## src/rtl/mem_arbiter_if.sv

```systemverilog
// mem_arbiter_if: two requester ports, the single memory port and busy status of mem_arbiter.
interface mem_arbiter_if #(
    parameter int AW = 32,
    parameter int DW = 32
);
    logic          m0_req, m0_we, m0_ready;
    logic [AW-1:0] m0_addr;
    logic [DW-1:0] m0_wdata, m0_rdata;
    logic          m1_req, m1_we, m1_ready;
    logic [AW-1:0] m1_addr;
    logic [DW-1:0] m1_wdata, m1_rdata;
    logic          mem_en, mem_we;
    logic [AW-1:0] mem_addr;
    logic [DW-1:0] mem_wdata, mem_rdata;
    logic          busy;
    modport slave (
        input  m0_req, m0_we, m0_addr, m0_wdata, m1_req, m1_we, m1_addr, m1_wdata, mem_rdata,
        output m0_ready, m0_rdata, m1_ready, m1_rdata, mem_en, mem_we, mem_addr, mem_wdata, busy
    );
    modport master (
        output m0_req, m0_we, m0_addr, m0_wdata, m1_req, m1_we, m1_addr, m1_wdata, mem_rdata,
        input  m0_ready, m0_rdata, m1_ready, m1_rdata, mem_en, mem_we, mem_addr, mem_wdata, busy
    );
endinterface

```

## src/rtl/mem_arbiter.sv

```systemverilog
// mem_arbiter: two-requester single-port memory arbiter with fixed read latency.
// Define MEM_ARBITER_RR_EN for round-robin arbitration; otherwise m0 has fixed priority.
module mem_arbiter #(
    parameter int LATENCY = 2,
    parameter int AW = 32,
    parameter int DW = 32
) (
    input logic clk,
    input logic reset,
    mem_arbiter_if.slave bus
);
    typedef enum logic [1:0] {IDLE, ACCESS, WAIT, RESP} state_t;
    state_t        state, state_nx;
    logic [3:0]    cnt;
    logic          gnt, gnt_nx, we_q, any_req;
    logic [AW-1:0] addr_q;
    logic [DW-1:0] wdata_q, rdata0, rdata1;
`ifdef MEM_ARBITER_RR_EN
    logic ptr;
`endif
    assign any_req = bus.m0_req || bus.m1_req;
`ifdef MEM_ARBITER_RR_EN
    assign gnt_nx = !(bus.m0_req && (!bus.m1_req || !ptr));
`else
    assign gnt_nx = !bus.m0_req;
`endif
    always_comb begin
        state_nx = state;
        state_nx = state == IDLE   ? (any_req ? ACCESS : IDLE) :
                   state == ACCESS ? WAIT :
                   state == WAIT   ? (cnt == 4'd0 ? RESP : WAIT) : IDLE;
    end
    // WAIT covers LATENCY-1 counted cycles plus the cycle that captures mem_rdata
    always_ff @(posedge clk) begin
        if (reset) begin
            state   <= IDLE;
            cnt     <= 4'd0;
            gnt     <= 1'b0;
            we_q    <= 1'b0;
            addr_q  <= '0;
            wdata_q <= '0;
            rdata0  <= '0;
            rdata1  <= '0;
`ifdef MEM_ARBITER_RR_EN
            ptr     <= 1'b0;
`endif
        end else begin
            state <= state_nx;
            if (state == IDLE && any_req) begin
                gnt     <= gnt_nx;
                we_q    <= gnt_nx ? bus.m1_we : bus.m0_we;
                addr_q  <= gnt_nx ? bus.m1_addr : bus.m0_addr;
                wdata_q <= gnt_nx ? bus.m1_wdata : bus.m0_wdata;
`ifdef MEM_ARBITER_RR_EN
                ptr     <= !gnt_nx;
`endif
            end
            if (state == ACCESS)
                cnt <= 4'(LATENCY - 1);
            else if (state == WAIT && cnt != 4'd0)
                cnt <= cnt - 4'd1;
            if (state == WAIT && cnt == 4'd0 && !we_q) begin
                if (gnt)
                    rdata1 <= bus.mem_rdata;
                else
                    rdata0 <= bus.mem_rdata;
            end
        end
    end
    assign bus.mem_en    = state == ACCESS;
    assign bus.mem_we    = state == ACCESS && we_q;
    assign bus.mem_addr  = addr_q;
    assign bus.mem_wdata = wdata_q;
    assign bus.m0_ready  = state == RESP && !gnt;
    assign bus.m1_ready  = state == RESP && gnt;
    assign bus.m0_rdata  = rdata0;
    assign bus.m1_rdata  = rdata1;
    assign bus.busy      = state != IDLE;
endmodule

```

## src/flat_wrapper.sv

```systemverilog
// flat-port wrapper written by rule: the top's interface ports become plain ports
module mem_arbiter_flat 
#(
    parameter int LATENCY = 2,
    parameter int AW = 32,
    parameter int DW = 32
)
  (clk, reset, bus_m0_req, bus_m0_we, bus_m0_addr, bus_m0_wdata, bus_m1_req, bus_m1_we, bus_m1_addr, bus_m1_wdata, bus_mem_rdata, bus_m0_ready, bus_m0_rdata, bus_m1_ready, bus_m1_rdata, bus_mem_en, bus_mem_we, bus_mem_addr, bus_mem_wdata, bus_busy);
  mem_arbiter_if #(.AW(AW), .DW(DW)) bus_i ();
  input logic clk;
  input logic reset;
  input wire logic [$bits(bus_i.m0_req)-1:0] bus_m0_req;
  input wire logic [$bits(bus_i.m0_we)-1:0] bus_m0_we;
  input wire logic [$bits(bus_i.m0_addr)-1:0] bus_m0_addr;
  input wire logic [$bits(bus_i.m0_wdata)-1:0] bus_m0_wdata;
  input wire logic [$bits(bus_i.m1_req)-1:0] bus_m1_req;
  input wire logic [$bits(bus_i.m1_we)-1:0] bus_m1_we;
  input wire logic [$bits(bus_i.m1_addr)-1:0] bus_m1_addr;
  input wire logic [$bits(bus_i.m1_wdata)-1:0] bus_m1_wdata;
  input wire logic [$bits(bus_i.mem_rdata)-1:0] bus_mem_rdata;
  output wire logic [$bits(bus_i.m0_ready)-1:0] bus_m0_ready;
  output wire logic [$bits(bus_i.m0_rdata)-1:0] bus_m0_rdata;
  output wire logic [$bits(bus_i.m1_ready)-1:0] bus_m1_ready;
  output wire logic [$bits(bus_i.m1_rdata)-1:0] bus_m1_rdata;
  output wire logic [$bits(bus_i.mem_en)-1:0] bus_mem_en;
  output wire logic [$bits(bus_i.mem_we)-1:0] bus_mem_we;
  output wire logic [$bits(bus_i.mem_addr)-1:0] bus_mem_addr;
  output wire logic [$bits(bus_i.mem_wdata)-1:0] bus_mem_wdata;
  output wire logic [$bits(bus_i.busy)-1:0] bus_busy;
  assign bus_i.m0_req = bus_m0_req;
  assign bus_i.m0_we = bus_m0_we;
  assign bus_i.m0_addr = bus_m0_addr;
  assign bus_i.m0_wdata = bus_m0_wdata;
  assign bus_i.m1_req = bus_m1_req;
  assign bus_i.m1_we = bus_m1_we;
  assign bus_i.m1_addr = bus_m1_addr;
  assign bus_i.m1_wdata = bus_m1_wdata;
  assign bus_i.mem_rdata = bus_mem_rdata;
  assign bus_m0_ready = bus_i.m0_ready;
  assign bus_m0_rdata = bus_i.m0_rdata;
  assign bus_m1_ready = bus_i.m1_ready;
  assign bus_m1_rdata = bus_i.m1_rdata;
  assign bus_mem_en = bus_i.mem_en;
  assign bus_mem_we = bus_i.mem_we;
  assign bus_mem_addr = bus_i.mem_addr;
  assign bus_mem_wdata = bus_i.mem_wdata;
  assign bus_busy = bus_i.busy;
  mem_arbiter #(.LATENCY(LATENCY), .AW(AW), .DW(DW)) u_core (.clk(clk), .reset(reset), .bus(bus_i));
endmodule
```

## config.mk

```make
export PLATFORM = sky130hd
export DESIGN_NAME = mem_arbiter_flat
export DESIGN_NICKNAME = d
export VERILOG_FILES = /design/src/rtl/mem_arbiter_if.sv /design/src/rtl/mem_arbiter.sv /design/src/flat_wrapper.sv
export SDC_FILE = /design/constraint.sdc
export NUM_CORES = 1
export LEC_CHECK = 0
export CAP_MARGIN = 40
export CORE_ASPECT_RATIO = 1.75
export CORE_MARGIN = 3
export CORE_UTILIZATION = 35
export DETAILED_ROUTE_END_ITERATION = 10
export PLACE_DENSITY = 0.76
export SYNTH_ARGS = -nofsm -noshare
export SYNTH_HDL_FRONTEND = slang
export SYNTH_SLANG_ARGS = --single-unit
```

## constraint.sdc

```tcl
create_clock -name clk -period 3.5 [get_ports clk]
set_input_delay 0.7 -clock clk [delete_from_list [all_inputs] [get_ports clk]]
set_output_delay 0.7 -clock clk [all_outputs]
set_load 0.01 [all_outputs]
```

==> reports/qor.csv, run 1 <==
stage,metric,value,unit
critical_path,cp_max_fo,10,
timing,worst_slack,0.866,ns
floorplan,die_w,104,um
clock_network,cts_made_buffers,17,
timing,slew_viol_final,0,
timing,period_minus_slack,2.63,ns
critical_path,required,2.80,ns
synthesis,syn_nets,755,
placement,gp_congestion,0.757,
clock_network,postCtsSetupRepairBufs,0,
synthesis,synthesis.area,0.00593,mm^2
routing,drtIter0Drc,149,
routing,first_pass_iters,5,
grt,grt_pass1_wl,26.3,mm
routing,routedWlPerCell,15.3,um
outcome,outcome,"complete, no violations",
clock_network,cts_root_buf,clkbuf_16,
synthesis,yosysTopAreaCellShare,45.9,%
routing,drc_errors,0,
clock_network,cts_hold_buf,0,
worst_hold_path,hp-class,flip-flop to flip-flop,
placement,dp_hpwl,12.4,mm
routing,vias,5033,
timing,skew,0.00809,ns
floorplan,coreArea,0.0165,mm^2
critical_path,critPathCaptureType,output port,
grt,grt_use_total,17.6,%
cells_and_area,num-nets-final,1029,
clock_network,clk_latency,0.41,ns
timing,worst_slew_pin_slew,0.527,ns
floorplan,dieArea,0.0186,mm^2
pwr,cellLeakagePower,0.00384,uW
cells_and_area,num-fill-cells,1468,
synthesis,synth_area_leaders,"dfxtp_1 46%, mux2i_1 22%, nand2b_1 10%",
pwr,pwr-share-seq,39.1,%
clock_network,h-tree-depth,4,
grt,grt_pass1_vias,5109,
critical_path,critical_path_class,flip-flop to output port,
synthesis,yosysSeqAreaShare,45.9,%
cells_and_area,stdcell_count,1093,
pwr,p_switching,1110,uW
synthesis,synth_enable_flop_cells,0,
placement,place_inst,1062,
timing,slew_headroom,64.9,%
synthesis,syn_area_per_cell,10.2,um^2
floorplan,row_count,62,
flow_run,max_cap_violations,0,
pwr,pwr-share-clk,43.2,%
synthesis,synthArstFlopShare,0,%
synthesis,synth_top_area_cell,dfxtp_1,
timing,hold_violations,0,
cells_and_area,num_antenna_cells,0,
routing,ant_nets,0,
cells_and_area,multi_input_area,0.00295,mm^2
grt,grt_antenna_before_repair,0,
floorplan,io_pins,299,
timing,post-route-period-util,75.3,%
routing,vias_per_cell,4.60,
clock_network,cts_tree,built,
synthesis,synth_cells,583,
clock_network,cts_buffer_depth,2,
routing,wl,16.8,mm
synthesis,ys_ff_latch,136,
timing,fmax,0.380,GHz
clock_network,clkSinkCount,136,
floorplan,initial_core_util,35.9,%
floorplan,die_h,178,um
timing,rsz0062_at_grt,false,
synthesis,synth-main-ff-cell,dfxtp_1,
pwr,switching_share,25.5,%
critical_path,cp-start-kind,flip-flop,
cells_and_area,drive_above_1_share,5.52,%
placement,pre_cts_ws,1.00,ns
timing,setup_viol,0,
timing,setup_tns,0,ns
clock_network,path_clk_slew,0.06,ns
placement,port_buffers,298,
cells_and_area,syn2layout_area_growth,62.6,%
synthesis,synth_cell_types,33,
critical_path,cp_data_arrival_time,1.93,ns
pwr,power_density,450,mW/mm^2
pwr,p_int,3240,uW
pwr,ir_worst_vdd,0.000287,V
cells_and_area,seq_area,0.00272,mm^2
clock_network,ctsResizeCount,0,
pwr,power_frac_comb,17.7,%
grt,grt_overflow,0,
synthesis,ys_warn_count,0,
grt,grt_max_degree,98,
-- per-stage QoR --
step           utilization (%)  hold slack (ns)  cell area [um^2]  total power [uW]
5_1_grt                   58.4            0.485              9640              4540
2_1_floorplan                -            0.493              5930              2060
4_1_cts                   58.4            0.475              9640              4410
6_report                  58.4            0.472              9640              4340
3_5_place_dp              54.7            0.462              9030              2510
3_3_place_gp              54.6            0.458              9020              2500
-- metal layers --
metal	GRT usage [%]	part of all wire [%]	up-vias
met5	0	0	-
met4	4.83	0.73	0
met3	5.76	7.5	8
met2	33.0	54	193
met1	18.9	38	2250
li1	-	-	2582
-- final cells by class --
| class | count | share of cell area, % |
|---|---|---|
| multi-input combinational | 391 | 30.6 |
| tap | 224 | 2.91 |
| clock inverter | 14 | 1.92 |
| timing repair buffer | 305 | 31.7 |
| inverter | 6 | 0.234 |
| clock buffer | 17 | 4.41 |
| sequential | 136 | 28.2 |
-- sequential cells by signal, indices dropped and copies added, names as in the netlist --
name	cells
u_core.we_q	1
u_core.cnt	4
u_core.bus.m0_rdata	32
u_core.bus.m1_rdata	32
u_core.bus.mem_addr	32
u_core.bus.mem_wdata	32
u_core.gnt	1
u_core.state	2
-- worst max-delay path, cell delays in order, from the launching register on --
cell             delay (ns)
dfxtp_1                0.33
inv_1                  0.08
ha_1                   0.38
and2_1                 0.18
clkdlybuf4s50_1        0.55
-- cell usage after synthesis, drive strengths merged (3+ instances only) --
cell    count
nand2b     96
ha          6
a211oi     66
buf        16
mux2i     129
nor2       66
nor4        5
dfxtp     136
nor3        3
inv         6
clkbuf     34
-- cell families after synthesis --
logic type | count (synthesis) | share of synthesized area, %
and+or+nand+nor | 184 | 17.4
AOI/OAI and AO/OA | 71 | 8.97
DFF | 136 | 45.9
adders and majority gates | 6 | 1.27
muxes | 129 | 21.8
xor gates and xnor gates | 1 | 0.148
buffers and inverters | 56 | 4.56
-- cell usage in the layout (no fill, tap or decap), types with 2 or more instances in the layout --
master           count
and2_1               2
a21oi_1              2
nor4_1               4
inv_1                6
inv_6                6
nor2_1              66
inv_8                2
nor3_1               3
bufinv_16            3
a211oi_1            66
buf_4                7
buf_12               2
clkdlybuf4s50_1    296
clkinvlp_4           2
dfxtp_1            136
mux2i_1            129
nand2b_1            96
clkbuf_16           17
ha_1                 6
-- final timing paths --
check	start	endpoint	slack, ns	cells after the start
min reg2reg	u_core.bus.m0_rdata[5]	u_core.bus.m0_rdata[5]	0.47	2
min	u_core.bus.m0_rdata[5]	u_core.bus.m0_rdata[5]	0.47	2
max	u_core.state[1]	bus_mem_we	0.87	4
max reg2reg	u_core.state[0]	u_core.bus.m1_rdata[18]	1.50	5
-- power groups by stage --
stage,registers (uW),clock network (uW),logic [uW]
floorplan,1770,0,290
global placement,1730,0,770
detailed placement,1730,0,777
CTS,1700,1930,780
global route,1710,2000,837
finish,1700,1880,767
No activity file was read; power rests on OpenSTA's default activity.
==> run 2, diff against run 1 <==
==> constraint.sdc (replaced) <==
create_clock -name clk -period 2.5 [get_ports clk]
set_input_delay 0.5 -clock clk [delete_from_list [all_inputs] [get_ports clk]]
set_output_delay 0.5 -clock clk [all_outputs]
set_load 0.01 [all_outputs]
==> reports/qor.csv, run 2 (same netlist as run 1, synthesis figures left out) <==
stage,metric,value,unit,change
outcome,outcome,"complete, no violations",,
critical_path,cp-start-kind,flip-flop,,
critical_path,cp_data_arrival_time,1.86,ns,-0.07 ns
grt,grt_util_met3,5.65,%,-0.11 points
grt,grt_max_degree,75,,-23%
cells_and_area,num-nets-final,1029,,unchanged
timing,rsz0062_at_grt,false,,
timing,post-route-period-util,94.5,%,
clock_network,cts_hold_buf,0,,unchanged
routing,vias_per_cell,4.61,,about the same
clock_network,path_clk_slew,0.06,ns,about the same
grt,grt_overflow,0,,unchanged
clock_network,cts_made_buffers,17,,unchanged
critical_path,required,2.00,ns,-0.80 ns
grt,use_met1,18.8,%,-0.13 points
critical_path,critical-path-max-stage-delay,0.56,ns,about the same
cells_and_area,stdcell_count,1094,,+0.091%
clock_network,cts_root_buf,clkbuf_16,,
placement,pre_cts_ws,0.465,ns,-0.536 ns
placement,dp_hpwl,12.5,mm,+0.62%
placement,place_inst,1062,,unchanged
timing,period_minus_slack,2.36,ns,
timing,setup_viol,0,,unchanged
timing,hold_violations,0,,unchanged
floorplan,io_pins,299,,unchanged
timing,worst_slack,0.137,ns,-0.729 ns
timing,whs,0.383,ns,-0.0889 ns
critical_path,critical_path_class,flip-flop to output port,,
worst_hold_path,hp-class,input port to flip-flop,,
clock_network,postCtsSetupRepairBufs,0,,unchanged
routing,vias,5040,,+0.14%
floorplan,die_w,104,um,unchanged
floorplan,die_h,178,um,unchanged
critical_path,crit_path_top_delay_cell,clkdlybuf4s50_1,,
timing,slew_viol_final,0,,unchanged
cells_and_area,drive_above_1_share,5.52,%,unchanged
critical_path,cp_max_fo,10,,unchanged
cells_and_area,final_cell_mix,"296 x clkdlybuf4s50_1, 136 x dfxtp_1, 129 x mux2i_1, 96 x nand2b_1",,
floorplan,row_count,62,,unchanged
timing,fmax,0.423,GHz,
clock_network,clkSinkCount,136,,unchanged
clock_network,cts_buffer_depth,2,,unchanged
grt,grt_pass1_vias,5012,,-1.9%
floorplan,dieArea,0.0186,mm^2,unchanged
floorplan,coreArea,0.0165,mm^2,unchanged
pwr,power_density,623,mW/mm^2,+38%
cells_and_area,syn2layout_area_growth,63.2,%,
placement,port_buffers,298,,unchanged
clock_network,h-tree-depth,4,,unchanged
floorplan,initial_core_util,35.9,%,unchanged
timing,slew_headroom,68.4,%,+3.6 points
pwr,cellLeakagePower,0.00386,uW,+0.41%
timing,setup_tns,0,ns,unchanged
routing,routedWlPerCell,15.1,um,-1.6%
grt,met2_usage,32.5,%,-0.51 points
routing,drc_errors,0,,unchanged
clock_network,clk_latency,0.40,ns,about the same
grt,top_usage_layer,met2,,
routing,first_pass_iters,4,,-1
grt,grt_pass1_wl,26.1,mm,-0.81%
routing,ant_nets,0,,unchanged
routing,drtIter0Drc,103,,-31%
grt,grt_antenna_before_repair,0,,unchanged
flow_run,max_cap_violations,0,,unchanged
critical_path,critPathCaptureType,output port,,
pwr,power,6030,uW,+39%
pwr,ir_worst_vdd,0.000454,V,+58%
placement,gp_congestion,0.753,,-0.53%
cells_and_area,final_common_cell,clkdlybuf4s50_1,,
grt,grt_use_total,17.5,%,-0.15 points
critical_path,path_cells,inv_1 > ha_1 > and2_1 > clkdlybuf4s50_1,,
routing,wl,16.5,mm,-1.5%
timing,skew,0.00996,ns,+0.00187 ns
clock_network,ctsResizeCount,0,,unchanged
timing,worst_slew_pin_slew,0.473,ns,-0.0537 ns
clock_network,cts_tree,built,,
run 2: cell count changes in the layout (fill, tap and decap cells not counted):
cell,delta
diode_2,+1
inv_6,-3
clkbuf_8,+1
clkinvlp_4,-1
buf_4,-3
inv_8,-2
clkinv_4,+4
clkinv_2,+1
buf_12,+3
run 2: worst paths after layout:
check                              start                      end  slack, ns  cells after the start
setup / recovery         u_core.state[1]               bus_mem_we       0.14                      4
hold reg to reg   u_core.bus.m0_rdata[2]   u_core.bus.m0_rdata[2]       0.47                      2
hold / removal                bus_m0_req               u_core.gnt       0.38                      2
setup reg to reg         u_core.state[0]  u_core.bus.m1_rdata[19]       0.50                      5
run 2: power by group:
part	total [uW]	internal, uW	switching (uW)	leakage (uW)
clock	2570	1600	967	0.000297
sequential	2380	2300	75.0	0.00111
combinational	1080	643	441	0.00245
total	6030	4550	1480	0.00386
run 2: area by class of cell:
| class | instances | area (um^2) |
|---|---|---|
| Fill cell | 1453 | 6840 |
| Inverter | 6 | 22.5 |
| Timing Repair Buffer | 305 | 3090 |
| Tap cell | 224 | 280 |
| Clock inverter | 13 | 169 |
| Clock buffer | 18 | 439 |
| Sequential cell | 136 | 2720 |
| Antenna cell | 1 | 2.50 |
| Multi-Input combinational cell | 391 | 2950 |
run 2: critical path: cells and delay by family, from the launching register on:
| kind | cells | cell delay (ns) |
|---|---|---|
| flops | 1 | 0.32 |
| fa+ha+maj | 1 | 0.34 |
| buf+inv | 2 | 0.63 |
| simple gates | 1 | 0.17 |
run 2: layer usage:
layer  up-vias  wire length (um)
met5         -                 0
met4         0               176
met3        11              1220
met2       190              8880
met1      2244              6250
li1       2595                 -
run 2: metrics by stage:
| stage | util (%) | instance area, um^2 |
|---|---|---|
| after CTS | 58.6 | 9680 |
| after floorplan | - | 5930 |
| after global placement | 54.9 | 9070 |
| after detailed placement | 54.9 | 9070 |
| final | 58.6 | 9680 |
| after global routing | 58.6 | 9680 |
==> run 3, diff against run 2 <==
--- a/config.mk
+++ b/config.mk
@@ -11,6 +11,7 @@
 export CORE_UTILIZATION = 35
 export DETAILED_ROUTE_END_ITERATION = 10
 export PLACE_DENSITY = 0.76
+export SLEW_MARGIN = 20
 export SYNTH_ARGS = -nofsm -noshare
 export SYNTH_HDL_FRONTEND = slang
 export SYNTH_SLANG_ARGS = --single-unit
==> results of run 3 <==
The final DEF is identical to that of run 2; final timing and power are the same.
